<file path="src/rtl/gelato_types_pkg.sv">
// Shared decode types: instruction classes, ALU op encodings, opcodes and the
// decoded-instruction record carried from decode to the per-warp buffers.
package gelato_types_pkg;

   typedef enum logic [3:0] {
      LUI, AUIPC, JAL, JALR, BRANCH, LOAD, STORE, ALU_IMM, ALU_REG, SIMT, ILLEGAL
   } inst_type_e;

   // Branch ops produce "taken" as a nonzero result, so BNE reuses XOR.
   typedef enum logic [3:0] {
      ALU_ADD, ALU_SUB, ALU_SLL, ALU_SLT, ALU_SLTU, ALU_XOR, ALU_SRL, ALU_SRA,
      ALU_OR, ALU_AND, ALU_SEQ, ALU_SGE, ALU_SGEU, ALU_SPLIT, ALU_JOIN, ALU_BAR
   } alu_op_e;

   localparam logic [6:0] OPC_LUI     = 7'b0110111;
   localparam logic [6:0] OPC_AUIPC   = 7'b0010111;
   localparam logic [6:0] OPC_JAL     = 7'b1101111;
   localparam logic [6:0] OPC_JALR    = 7'b1100111;
   localparam logic [6:0] OPC_BRANCH  = 7'b1100011;
   localparam logic [6:0] OPC_LOAD    = 7'b0000011;
   localparam logic [6:0] OPC_STORE   = 7'b0100011;
   localparam logic [6:0] OPC_OP_IMM  = 7'b0010011;
   localparam logic [6:0] OPC_OP      = 7'b0110011;
   localparam logic [6:0] OPC_CUSTOM0 = 7'b0001011;

   typedef struct packed {
      inst_type_e  inst_type;
      alu_op_e     alu_op;
      logic [4:0]  rd;
      logic [4:0]  rs1;
      logic [4:0]  rs2;
      logic [31:0] imm;
      logic        rd_we;
      logic        illegal;
   } decoded_inst_t;

   function automatic alu_op_e alu_from_f3(input logic [2:0] f3, input logic alt);
      case (f3)
         3'b000:  return alt ? ALU_SUB : ALU_ADD;
         3'b001:  return ALU_SLL;
         3'b010:  return ALU_SLT;
         3'b011:  return ALU_SLTU;
         3'b100:  return ALU_XOR;
         3'b101:  return alt ? ALU_SRA : ALU_SRL;
         3'b110:  return ALU_OR;
         default: return ALU_AND;
      endcase
   endfunction

endpackage

</file>
<file path="src/rtl/gelato_idecode_ibuffer_if.sv">
// Decode -> instruction-buffer link: valid/ready handshake plus warp, PC and
// the decoded record.
interface gelato_idecode_ibuffer_if
   import gelato_types_pkg::*;
#(
   parameter int WARP_NUM = 32,
   parameter int XLEN     = 32
);
   localparam int WARP_ID_W = $clog2(WARP_NUM);

   logic                 valid;
   logic                 ready;
   logic [WARP_ID_W-1:0] warp_num;
   logic [XLEN-1:0]      pc;
   decoded_inst_t        inst;

   modport master (output valid, warp_num, pc, inst, input ready);
   modport slave  (input valid, warp_num, pc, inst, output ready);
endinterface

</file>
<file path="src/rtl/gelato_inst_decode_comb.sv">
// Combinational RV32I + Gelato SIMT decoder: instruction word -> decoded record.
module gelato_inst_decode_comb
   import gelato_types_pkg::*;
(
   input  logic [31:0]   inst,
   output decoded_inst_t dec
);
   logic [6:0]  opc, f7;
   logic [2:0]  f3;
   logic [4:0]  rd, rs1, rs2;
   logic [31:0] imm_i, imm_s, imm_b, imm_u, imm_j;
   logic        ok, wr;
   decoded_inst_t r;

   assign opc   = inst[6:0];
   assign rd    = inst[11:7];
   assign f3    = inst[14:12];
   assign rs1   = inst[19:15];
   assign rs2   = inst[24:20];
   assign f7    = inst[31:25];
   assign imm_i = {{20{inst[31]}}, inst[31:20]};
   assign imm_s = {{20{inst[31]}}, inst[31:25], inst[11:7]};
   assign imm_b = {{19{inst[31]}}, inst[31], inst[7], inst[30:25], inst[11:8], 1'b0};
   assign imm_u = {inst[31:12], 12'b0};
   assign imm_j = {{11{inst[31]}}, inst[31], inst[19:12], inst[20], inst[30:21], 1'b0};

   // Register fields a format does not use are zeroed, not passed through.
   always_comb begin
      r  = '0;
      ok = 1'b1;
      wr = 1'b0;
      case (opc)
         OPC_LUI:   begin r.inst_type = LUI;   r.rd = rd; r.imm = imm_u; wr = 1'b1; end
         OPC_AUIPC: begin r.inst_type = AUIPC; r.rd = rd; r.imm = imm_u; wr = 1'b1; end
         OPC_JAL:   begin r.inst_type = JAL;   r.rd = rd; r.imm = imm_j; wr = 1'b1; end
         OPC_JALR: begin
            r.inst_type = JALR; r.rd = rd; r.rs1 = rs1; r.imm = imm_i; wr = 1'b1;
            ok = (f3 == 3'b000);
         end
         OPC_BRANCH: begin
            r.inst_type = BRANCH; r.rs1 = rs1; r.rs2 = rs2; r.imm = imm_b;
            case (f3)
               3'b000:  r.alu_op = ALU_SEQ;
               3'b001:  r.alu_op = ALU_XOR;
               3'b100:  r.alu_op = ALU_SLT;
               3'b101:  r.alu_op = ALU_SGE;
               3'b110:  r.alu_op = ALU_SLTU;
               3'b111:  r.alu_op = ALU_SGEU;
               default: ok = 1'b0;
            endcase
         end
         OPC_LOAD: begin
            r.inst_type = LOAD; r.rd = rd; r.rs1 = rs1; r.imm = imm_i; wr = 1'b1;
            ok = f3 inside {3'b000, 3'b001, 3'b010, 3'b100, 3'b101};
         end
         OPC_STORE: begin
            r.inst_type = STORE; r.rs1 = rs1; r.rs2 = rs2; r.imm = imm_s;
            ok = f3 inside {3'b000, 3'b001, 3'b010};
         end
         OPC_OP_IMM: begin
            r.inst_type = ALU_IMM; r.rd = rd; r.rs1 = rs1; wr = 1'b1;
            if (f3 == 3'b001 || f3 == 3'b101) begin
               r.imm    = {27'b0, inst[24:20]};
               r.alu_op = alu_from_f3(f3, inst[30]);
               ok       = (f7 == 7'b0000000) || (f3 == 3'b101 && f7 == 7'b0100000);
            end else begin
               r.imm    = imm_i;
               r.alu_op = alu_from_f3(f3, 1'b0);
            end
         end
         OPC_OP: begin
            r.inst_type = ALU_REG; r.rd = rd; r.rs1 = rs1; r.rs2 = rs2; wr = 1'b1;
            r.alu_op = alu_from_f3(f3, inst[30]);
            ok = (f7 == 7'b0000000) ||
                 (f7 == 7'b0100000 && (f3 == 3'b000 || f3 == 3'b101));
         end
         OPC_CUSTOM0: begin
            r.inst_type = SIMT; r.rs1 = rs1; r.rs2 = rs2; r.imm = imm_i;
            case (f3)
               3'b000:  r.alu_op = ALU_SPLIT;
               3'b001:  r.alu_op = ALU_JOIN;
               3'b010:  r.alu_op = ALU_BAR;
               default: ok = 1'b0;
            endcase
         end
         default: ok = 1'b0;
      endcase
      r.rd_we = wr && (rd != 5'd0);
      if (!ok) begin
         r           = '0;
         r.inst_type = ILLEGAL;
         r.illegal   = 1'b1;
      end
   end

   assign dec = r;

endmodule

</file>
<file path="src/rtl/gelato_inst_decoder.sv">
// Per-SM decode stage: registered decoded output plus a one-entry skid so the
// fetch side keeps full throughput while the instruction buffer backpressures.
module gelato_inst_decoder
   import gelato_types_pkg::*;
#(
   parameter  int WARP_NUM  = 32,
   parameter  int XLEN      = 32,
   localparam int WARP_ID_W = $clog2(WARP_NUM)
)(
   input  logic                 clk,
   input  logic                 rst_n,
   input  logic                 rdy,
   input  logic                 fetch_valid,
   output logic                 fetch_ready,
   input  logic [XLEN-1:0]      fetch_inst,
   input  logic [XLEN-1:0]      fetch_pc,
   input  logic [WARP_ID_W-1:0] fetch_warp,
   gelato_idecode_ibuffer_if.master inst_decoded_data
);
   typedef struct packed {
      logic [WARP_ID_W-1:0] warp;
      logic [XLEN-1:0]      pc;
      decoded_inst_t        rec;
   } entry_t;

   decoded_inst_t dec;
   entry_t        dec_e, out_q, sk_q;
   logic          out_vld, sk_full, accept, xfer;

   gelato_inst_decode_comb u_dec (
      .inst (fetch_inst[31:0]),
      .dec  (dec)
   );

   assign dec_e = '{warp: fetch_warp, pc: fetch_pc, rec: dec};

   // rst_n is the active-high reset; fetch is refused while it is held.
   assign fetch_ready = rdy & ~sk_full & ~rst_n;
   assign accept      = fetch_valid & fetch_ready;
   assign xfer        = out_vld & inst_decoded_data.ready;

   always_ff @(posedge clk or posedge rst_n) begin
      if (rst_n) begin
         out_vld <= 1'b0;
         out_q   <= '0;
         sk_full <= 1'b0;
         sk_q    <= '0;
      end else if (rdy) begin
         if (xfer) begin
            // Skid drains first to keep order; accept cannot coincide since fetch_ready=0.
            if (sk_full) begin
               out_q   <= sk_q;
               sk_full <= 1'b0;
            end else if (accept) begin
               out_q   <= dec_e;
            end else begin
               out_vld <= 1'b0;
            end
         end else if (accept) begin
            if (out_vld) begin
               sk_q    <= dec_e;
               sk_full <= 1'b1;
            end else begin
               out_q   <= dec_e;
               out_vld <= 1'b1;
            end
         end
      end
   end

   assign inst_decoded_data.valid    = out_vld;
   assign inst_decoded_data.warp_num = out_q.warp;
   assign inst_decoded_data.pc       = out_q.pc;
   assign inst_decoded_data.inst     = out_q.rec;

endmodule

</file>
<file path="src/flat_wrapper.sv">
// flat-port wrapper written by rule: the top's interface ports become plain ports
module gelato_inst_decoder_flat import gelato_types_pkg::*;
#(
   parameter  int WARP_NUM  = 32,
   parameter  int XLEN      = 32,
   localparam int WARP_ID_W = $clog2(WARP_NUM)
)
  (clk, rst_n, rdy, fetch_valid, fetch_ready, fetch_inst, fetch_pc, fetch_warp, inst_decoded_data_valid, inst_decoded_data_warp_num, inst_decoded_data_pc, inst_decoded_data_inst, inst_decoded_data_ready);
  gelato_idecode_ibuffer_if #(.WARP_NUM(WARP_NUM), .XLEN(XLEN)) inst_decoded_data_i ();
  input  logic clk;
  input  logic rst_n;
  input  logic rdy;
  input  logic fetch_valid;
  output logic fetch_ready;
  input  logic [XLEN-1:0] fetch_inst;
  input  logic [XLEN-1:0] fetch_pc;
  input  logic [WARP_ID_W-1:0] fetch_warp;
  output wire logic [$bits(inst_decoded_data_i.valid)-1:0] inst_decoded_data_valid;
  output wire logic [$bits(inst_decoded_data_i.warp_num)-1:0] inst_decoded_data_warp_num;
  output wire logic [$bits(inst_decoded_data_i.pc)-1:0] inst_decoded_data_pc;
  output wire logic [$bits(inst_decoded_data_i.inst)-1:0] inst_decoded_data_inst;
  input wire logic [$bits(inst_decoded_data_i.ready)-1:0] inst_decoded_data_ready;
  assign inst_decoded_data_valid = inst_decoded_data_i.valid;
  assign inst_decoded_data_warp_num = inst_decoded_data_i.warp_num;
  assign inst_decoded_data_pc = inst_decoded_data_i.pc;
  assign inst_decoded_data_inst = inst_decoded_data_i.inst;
  assign inst_decoded_data_i.ready = inst_decoded_data_ready;
  gelato_inst_decoder #(.WARP_NUM(WARP_NUM), .XLEN(XLEN)) u_core (.clk(clk), .rst_n(rst_n), .rdy(rdy), .fetch_valid(fetch_valid), .fetch_ready(fetch_ready), .fetch_inst(fetch_inst), .fetch_pc(fetch_pc), .fetch_warp(fetch_warp), .inst_decoded_data(inst_decoded_data_i));
endmodule
</file>
<file path="config.mk">
export PLATFORM = sky130hd
export DESIGN_NAME = gelato_inst_decoder_flat
export DESIGN_NICKNAME = d
export VERILOG_FILES = /design/src/rtl/gelato_types_pkg.sv /design/src/rtl/gelato_idecode_ibuffer_if.sv /design/src/rtl/gelato_inst_decode_comb.sv /design/src/rtl/gelato_inst_decoder.sv /design/src/flat_wrapper.sv
export SDC_FILE = /design/constraint.sdc
export NUM_CORES = 1
export LEC_CHECK = 0
export BUFFER_PORTS_ARGS = -buffer_cell sky130_fd_sc_hd__buf_2
export CORE_ASPECT_RATIO = 1.25
export CORE_MARGIN = 2
export CORE_UTILIZATION = 26
export DETAILED_ROUTE_END_ITERATION = 10
export MAX_ROUTING_LAYER = met4
export SYNTH_ARGS = -nofsm -noshare
export SYNTH_HDL_FRONTEND = slang
export SYNTH_SLANG_ARGS = --single-unit
</file>
<file path="constraint.sdc">
create_clock -name clk -period 10.75 [get_ports clk]
set_input_delay 0.5375 -clock clk [delete_from_list [all_inputs] [get_ports clk]]
set_output_delay 0.5375 -clock clk [all_outputs]
set_load 0.005 [all_outputs]
</file>
# Word level (Yosys, flattened, before mapping)
# Cells that the tools add are included.
[word_totals] inputBits=74 wordCells=109 ff_bits=190 output_inout_bits=96
[op_classes] n_reduce_logical=27 n_eq_ne=21 bitwise=7 n_mux=32
[ops] operator="$mux 94" n=5
[ops] operator="$pmux 32 s6" n=1
[ops] operator="$mux 57" n=1
[ops] operator="$pmux 4 s7" n=2
[ops] operator="$pmux 4 s9" n=1
[ops] operator="$mux 32" n=1
[ops] operator="$eq 7x6->1 const B" n=4
[ops] operator="$pmux 4 s6" n=1
[ops] operator="$eq 7x7->1 const B" n=3
[ops] operator="$pmux 4 s4" n=1
[ops] operator="$mux 5" n=3
[ops] operator="$eq 7x5->1 const B" n=2
[ops] operator="$reduce_or 7->1" n=2
[ops] operator="$mux 1" n=13
[ops] operator="$eq 3x3->1 const B" n=4
[ops] operator="$pmux 4 s3" n=1
[ops] operator="$reduce_and 4->1" n=3
[ops] operator="$reduce_bool 5->1" n=2
[ops] operator="$reduce_or 3->1" n=3
[ops] operator="$pmux 1 s8" n=1
[ops] operator="$eq 7x2->1 const B" n=1
[ops] operator="$eq 7x4->1 const B" n=1
[ops] operator="$logic_not 7->1" n=1
[ops] operator="$eq 3x2->1 const B" n=2
[ops] operator="other kinds (14)" n=28

# Depth between registers and ports, before layout
[logic_depth] word_depth=9 ltp_mapped=9 mapped_depth_nobuf=5

# Hierarchy
# A second synthesis with hierarchy kept.
[hier_totals] cells_unflattened=717 area_unflattened_um2=9641.7
[modules_own_cells] mod="gelato_inst_decoder" seq_area_each_um2=4754.6 area_each_um2=8511.9 instances=1 cells_each=517
[modules_own_cells] mod="gelato_inst_decode_comb" seq_area_each_um2=0.0 area_each_um2=1129.8 instances=1 cells_each=200

# Worst setup path after synthesis
# Ideal clock, no wire load.
[synth_timing] path_type="input to output" start="input rst_n" end="output fetch_ready" arrival_time_ns=4.968 path_buffers=0 path_stages=2 required_ns=10.213 path_slack_ns=5.244 cell_sequence="inv_1 and3_1"
[synth_via] elab_chain_cells=2
[synth_lines] item="start, declared" line="flat_wrapper.sv:11" rtl="input logic rst_n;"
[synth_lines] item="$not 1->1" line="gelato_inst_decoder.sv:38" rtl="assign fetch_ready = rdy & ~sk_full & ~rst_n;"
[synth_lines] item="$and 1x1->1" line="gelato_inst_decoder.sv:38"
[synth_lines] item="end, declared" line="flat_wrapper.sv:14" rtl="output logic fetch_ready;"
# Every way passes these cells.

# Worst setup path after layout
[layout_timing] start="register u_core.sk_full" end="register u_core.out_q (netlist bit u_core.inst_decoded_data.inst[23])"
[layout_via] elab_chain_cells=6 elab_cells_between_ends=9 cone_classes="mux: 2; bitwise: 4; reduce/logical: 3"
[layout_lines] item="start, declared" line="gelato_inst_decoder.sv:28" rtl="logic out_vld, sk_full, accept, xfer;"
[layout_lines] item="start signal, assigned" line="gelato_inst_decoder.sv:46" rtl="sk_full <= 1'b0;"
[layout_lines] item="start signal, assigned" line="gelato_inst_decoder.sv:53" rtl="sk_full <= 1'b0;"
[layout_lines] item="start signal, assigned" line="gelato_inst_decoder.sv:62" rtl="sk_full <= 1'b1;"
[layout_lines] item="$not 1->1" line="gelato_inst_decoder.sv:38"
[layout_lines] item="$and 1x1->1 (2 in a row)" line="gelato_inst_decoder.sv:38"
[layout_lines] item="$and 1x1->1" line="gelato_inst_decoder.sv:39" rtl="assign accept = fetch_valid & fetch_ready;"
[layout_lines] item="$reduce_bool 2->1 (no source line)"
[layout_lines] item="$reduce_and 4->1 (no source line)"
[layout_lines] item="end signal, assigned" line="gelato_inst_decoder.sv:52" rtl="out_q <= sk_q;"
[layout_lines] item="end, declared" line="gelato_inst_decoder.sv:27" rtl="entry_t dec_e, out_q, sk_q;"
# Parallel ways exist; a longest one is shown, timed or not.
# A chain may end at the register's enable or synchronous reset.

==> summary.md <==
| Metric | Value |
|---|---|
| Vias per inst | 4.973 |
| Inst Count DP | 1614 |
| Util after Layout | 31.65% |
| P_sw | 400.2 uW |
| Power consumption | 1.459 mW |
| Die X | 171.4 um |
| Ys Warns | 0 |
| GP Congestion | 0.8611 |
| Area growth, synth to finish | 19.95% |
| Crit path from | u_core.sk_full$_DFFE_PP0P_ |
| Layout cells sized above 1 | 20.20% |
| Core Region | 34520 sq um |
| DP HPWL | 18560 um |
| Total number of H-tree levels | 4 |
| Commonest non-fill, non-tap cells in the layout | nand2_1, dfrtp_1, buf_2, o21ai_0, nor2_1 |
| Layout fillers | 3657 |
| Num CTS Buffers | 17 |
| Tightest Pin Transition | 1.265 ns |
| Initial Util | 26.38% |
| Final ANT Viol Nets | 0 |
| # IOs | 170 |
| # nets final | 1239 |
| CTS hold repair buffers | 0 |
| Rows | 76 |
| Peak supply drop | 0.00007415 V |
| Crit share post-route | 30.33% |
| Placed cell areas | 10280 sq um |
| CP Buf/Inv Count | 1 |
| Worst Path Required | 11.10 ns |
| Element type at the critical path end | flop |
| CP Launch Type | flop |
| Crit path max-delay cell type | buf_4 |
| Clk_lat worst skew | 0.44 ns |
| Max-slew violation count | 0 |
| Internal Pwr Total | 1.059 mW |
| Root Buffer | clkbuf_16 |
| Die area | 36550 sq um |
| Post-CTS setup buffer count | 0 |
| Vias in the first global route | 7718 |
| Setup tns final | 0 ns |
| Post-CTS resize count | 0 |
| Post-synth ARST share | 100.0% |
| First-pass GRT wire length | 45170 um |
| Switching Fraction | 27.43% |
| Clk_skew | 0.01200 ns |
| CP max FO | 95 |
| Post-synth EDFFs | 0 |
| Synth cell types | 69 |
| Worst setup margin | 7.490 ns |
| Delay-heaviest family, CP | compound AO/OA/AOI/OAI gates |
| Fin crit period | 3.260 ns |
| Worst hold path type | in2async |
| Status | complete, no violations |
| I/O Buffers | 169 |
| Seq cells post-synth | 190 |
| Crit path largest cell delay | 0.85 ns |
| Combinational share of power | 4.9% |
| Critical path cell sequence | nor2_1 -> o221a_4 -> buf_4 -> o21ai_0 -> a41o_1 -> o21ai_0 |
| CTS tree | done |
| Leak | 5.053 nW |
| Seq pwr share | 48.9% |
| RSZ-0062 raised after global routing | false |
| Largest net degree at the start of global routing | 114 |
| Crit Path Category | reg2reg |
| Critical path data arrival time | 3.61 ns |
| Syn Nets | 1130 |
| Post-Layout Cell Count | 1651 |
| Global route overflow | 0 |
| Final hold violation count | 0 |
| Final WL | 28800 um |
| Hold_ws | 0.2739 ns |
| Total number of vias | 8211 |
| Global router's overall resource usage | 16.41% |
| DRC violations left | 0 |
| Commonest non-fill, non-tap cell in the layout | nand2_1 |
| Post-route cell area | 10920 sq um |
| Cells after Synth | 1056 |
| Dpl ws | 7.245 ns |
| Relative slew slack | 14.94% |
| DR iter-0 viols | 689 |
| Sequential area share after synthesis | 52.20% |
| Syn_area_per_cell | 8.625 sq um |
| Number of max-cap violations | 0 |
| Clk buf depth | 2 |
| Initial antenna violation count | 5 |
| Clk network pwr share | 46.2% |
| Die Y-Extent | 213.3 um |
| Setup violators final | 0 |
| Cell area after synthesis | 9107 sq um |
| CTS sink count | 190 |
| Worst R2R Start | u_core.sk_full$_DFFE_PP0P_ |
| Routed len/inst | 17.45 um |
| Pwr Density | 133.6 nW/um^2 |
| Worst-path clk slew | 0.08 ns |
| Top cell by count, worst path | o21ai_0 |
| FMAX | 306.7 MHz |
| First-pass DRT Iterations | 6 |
| Main flop type after synthesis | dfrtp_1 |
[power by group through the flow]
stage / clock, mW / sequential (mW) / combinational [mW]
2_1_floorplan: 0 / 0.728 / 0.0370
3_3_place_gp: 0 / 0.728 / 0.0704
3_5_place_dp: 0 / 0.728 / 0.0716
4_1_cts: 0.692 / 0.714 / 0.0717
5_1_grt: 0.722 / 0.714 / 0.0793
6_report: 0.674 / 0.714 / 0.0709
[cell type report]
type | instances | area [sq um] | area share, %
Sequential cell | 190 | 4755 | 43.52
Multi-Input combinational cell | 772 | 3989 | 36.51
Tap cell | 468 | 585.6 | 5.360
Timing Repair Buffer | 180 | 928.4 | 8.498
Antenna cell | 5 | 12.51 | 0.1145
Clock inverter | 15 | 206.4 | 1.890
Inverter | 4 | 22.52 | 0.2062
Clock buffer | 17 | 425.4 | 3.894
[synthesized netlist by cell type, types with 3 or more instances]
| cell | instances | area (sq um) |
|---|---|---|
| and3_1 | 5 | 31.28 |
| nand3_1 | 7 | 35.03 |
| nor4_1 | 4 | 25.02 |
| a22oi_1 | 5 | 37.54 |
| buf_2 | 12 | 60.06 |
| buf_6 | 4 | 45.04 |
| o21ai_1 | 6 | 30.03 |
| o32ai_1 | 7 | 61.31 |
| a211o_1 | 4 | 35.03 |
| o21a_1 | 3 | 22.52 |
| nand2b_1 | 4 | 25.02 |
| o22ai_2 | 3 | 37.54 |
| clkbuf_1 | 65 | 244.0 |
| a311oi_1 | 11 | 96.34 |
| a21o_1 | 3 | 22.52 |
| a31oi_1 | 39 | 244.0 |
| a21oi_1 | 33 | 165.2 |
| nand2_1 | 317 | 1190 |
| a211oi_1 | 10 | 75.07 |
| or3_1 | 3 | 18.77 |
| o21ai_0 | 114 | 570.6 |
| nand4_1 | 3 | 18.77 |
| inv_1 | 4 | 15.01 |
| nor2_1 | 86 | 322.8 |
| a41o_1 | 11 | 110.1 |
| clkbuf_2 | 3 | 15.01 |
| buf_1 | 5 | 18.77 |
| nor2b_1 | 6 | 37.54 |
| dfrtp_1 | 190 | 4755 |
| o2111ai_1 | 15 | 131.4 |
| nor3_1 | 6 | 30.03 |
| o211ai_1 | 7 | 52.55 |
| o22ai_1 | 15 | 93.84 |
[worst register-to-register path: cells and delay by family (launching register included)]
kind                   cells  cell delay (ns)
AOI/OAI and AO/OA          4             1.49
buffers and inverters      1             0.89
DFF                        1             0.51
and+or+nand+nor            1             0.29
[final timing paths]
kind / end / slack (ns) / depth (start not counted)
setup reg to reg: u_core.inst_decoded_data.inst[23]$_DFFE_PP0P_ / 7.49 / 6
setup / recovery: u_core.inst_decoded_data.inst[23]$_DFFE_PP0P_ / 7.49 / 6
hold reg to reg: u_core.sk_q[84]$_DFFE_PP0P_ / 0.48 / 2
min in group clk: u_core.sk_q[57]$_DFFE_PP0P_ / 0.29 / 3
max in group asynchronous: u_core.inst_decoded_data.inst[44]$_DFFE_PP0P_ / 8.92 / 3
hold / removal: u_core.sk_q[63]$_DFFE_PP0P_ / 0.27 / 2
[sequential cells by signal, summed over array words and instances (netlist names)]
signal / cells
u_core.inst_decoded_data.warp_num: 5
u_core.inst_decoded_data.inst: 57
u_core.inst_decoded_data.valid: 1
u_core.sk_full: 1
u_core.inst_decoded_data.pc: 32
u_core.sk_q: 94
[cell families after synthesis]
group | share of synthesized area [%]
DFF | 52.20
AOI/OAI and AO/OA | 22.23
and+or+nand+nor | 21.02
buffers and inverters | 4.451
xor gates and xnor gates | 0.09618
[per-layer routing]
metal | track usage, % | up-vias | part of all wire [%]
li1 | - | 3927 | -
met1 | 21.54 | 3994 | 44
met2 | 25.19 | 269 | 47
met3 | 4.282 | 21 | 6.9
met4 | 4.296 | 0 | 1.6
met5 | - | - | 0
Note: power is estimated with default switching activity, not from simulation.
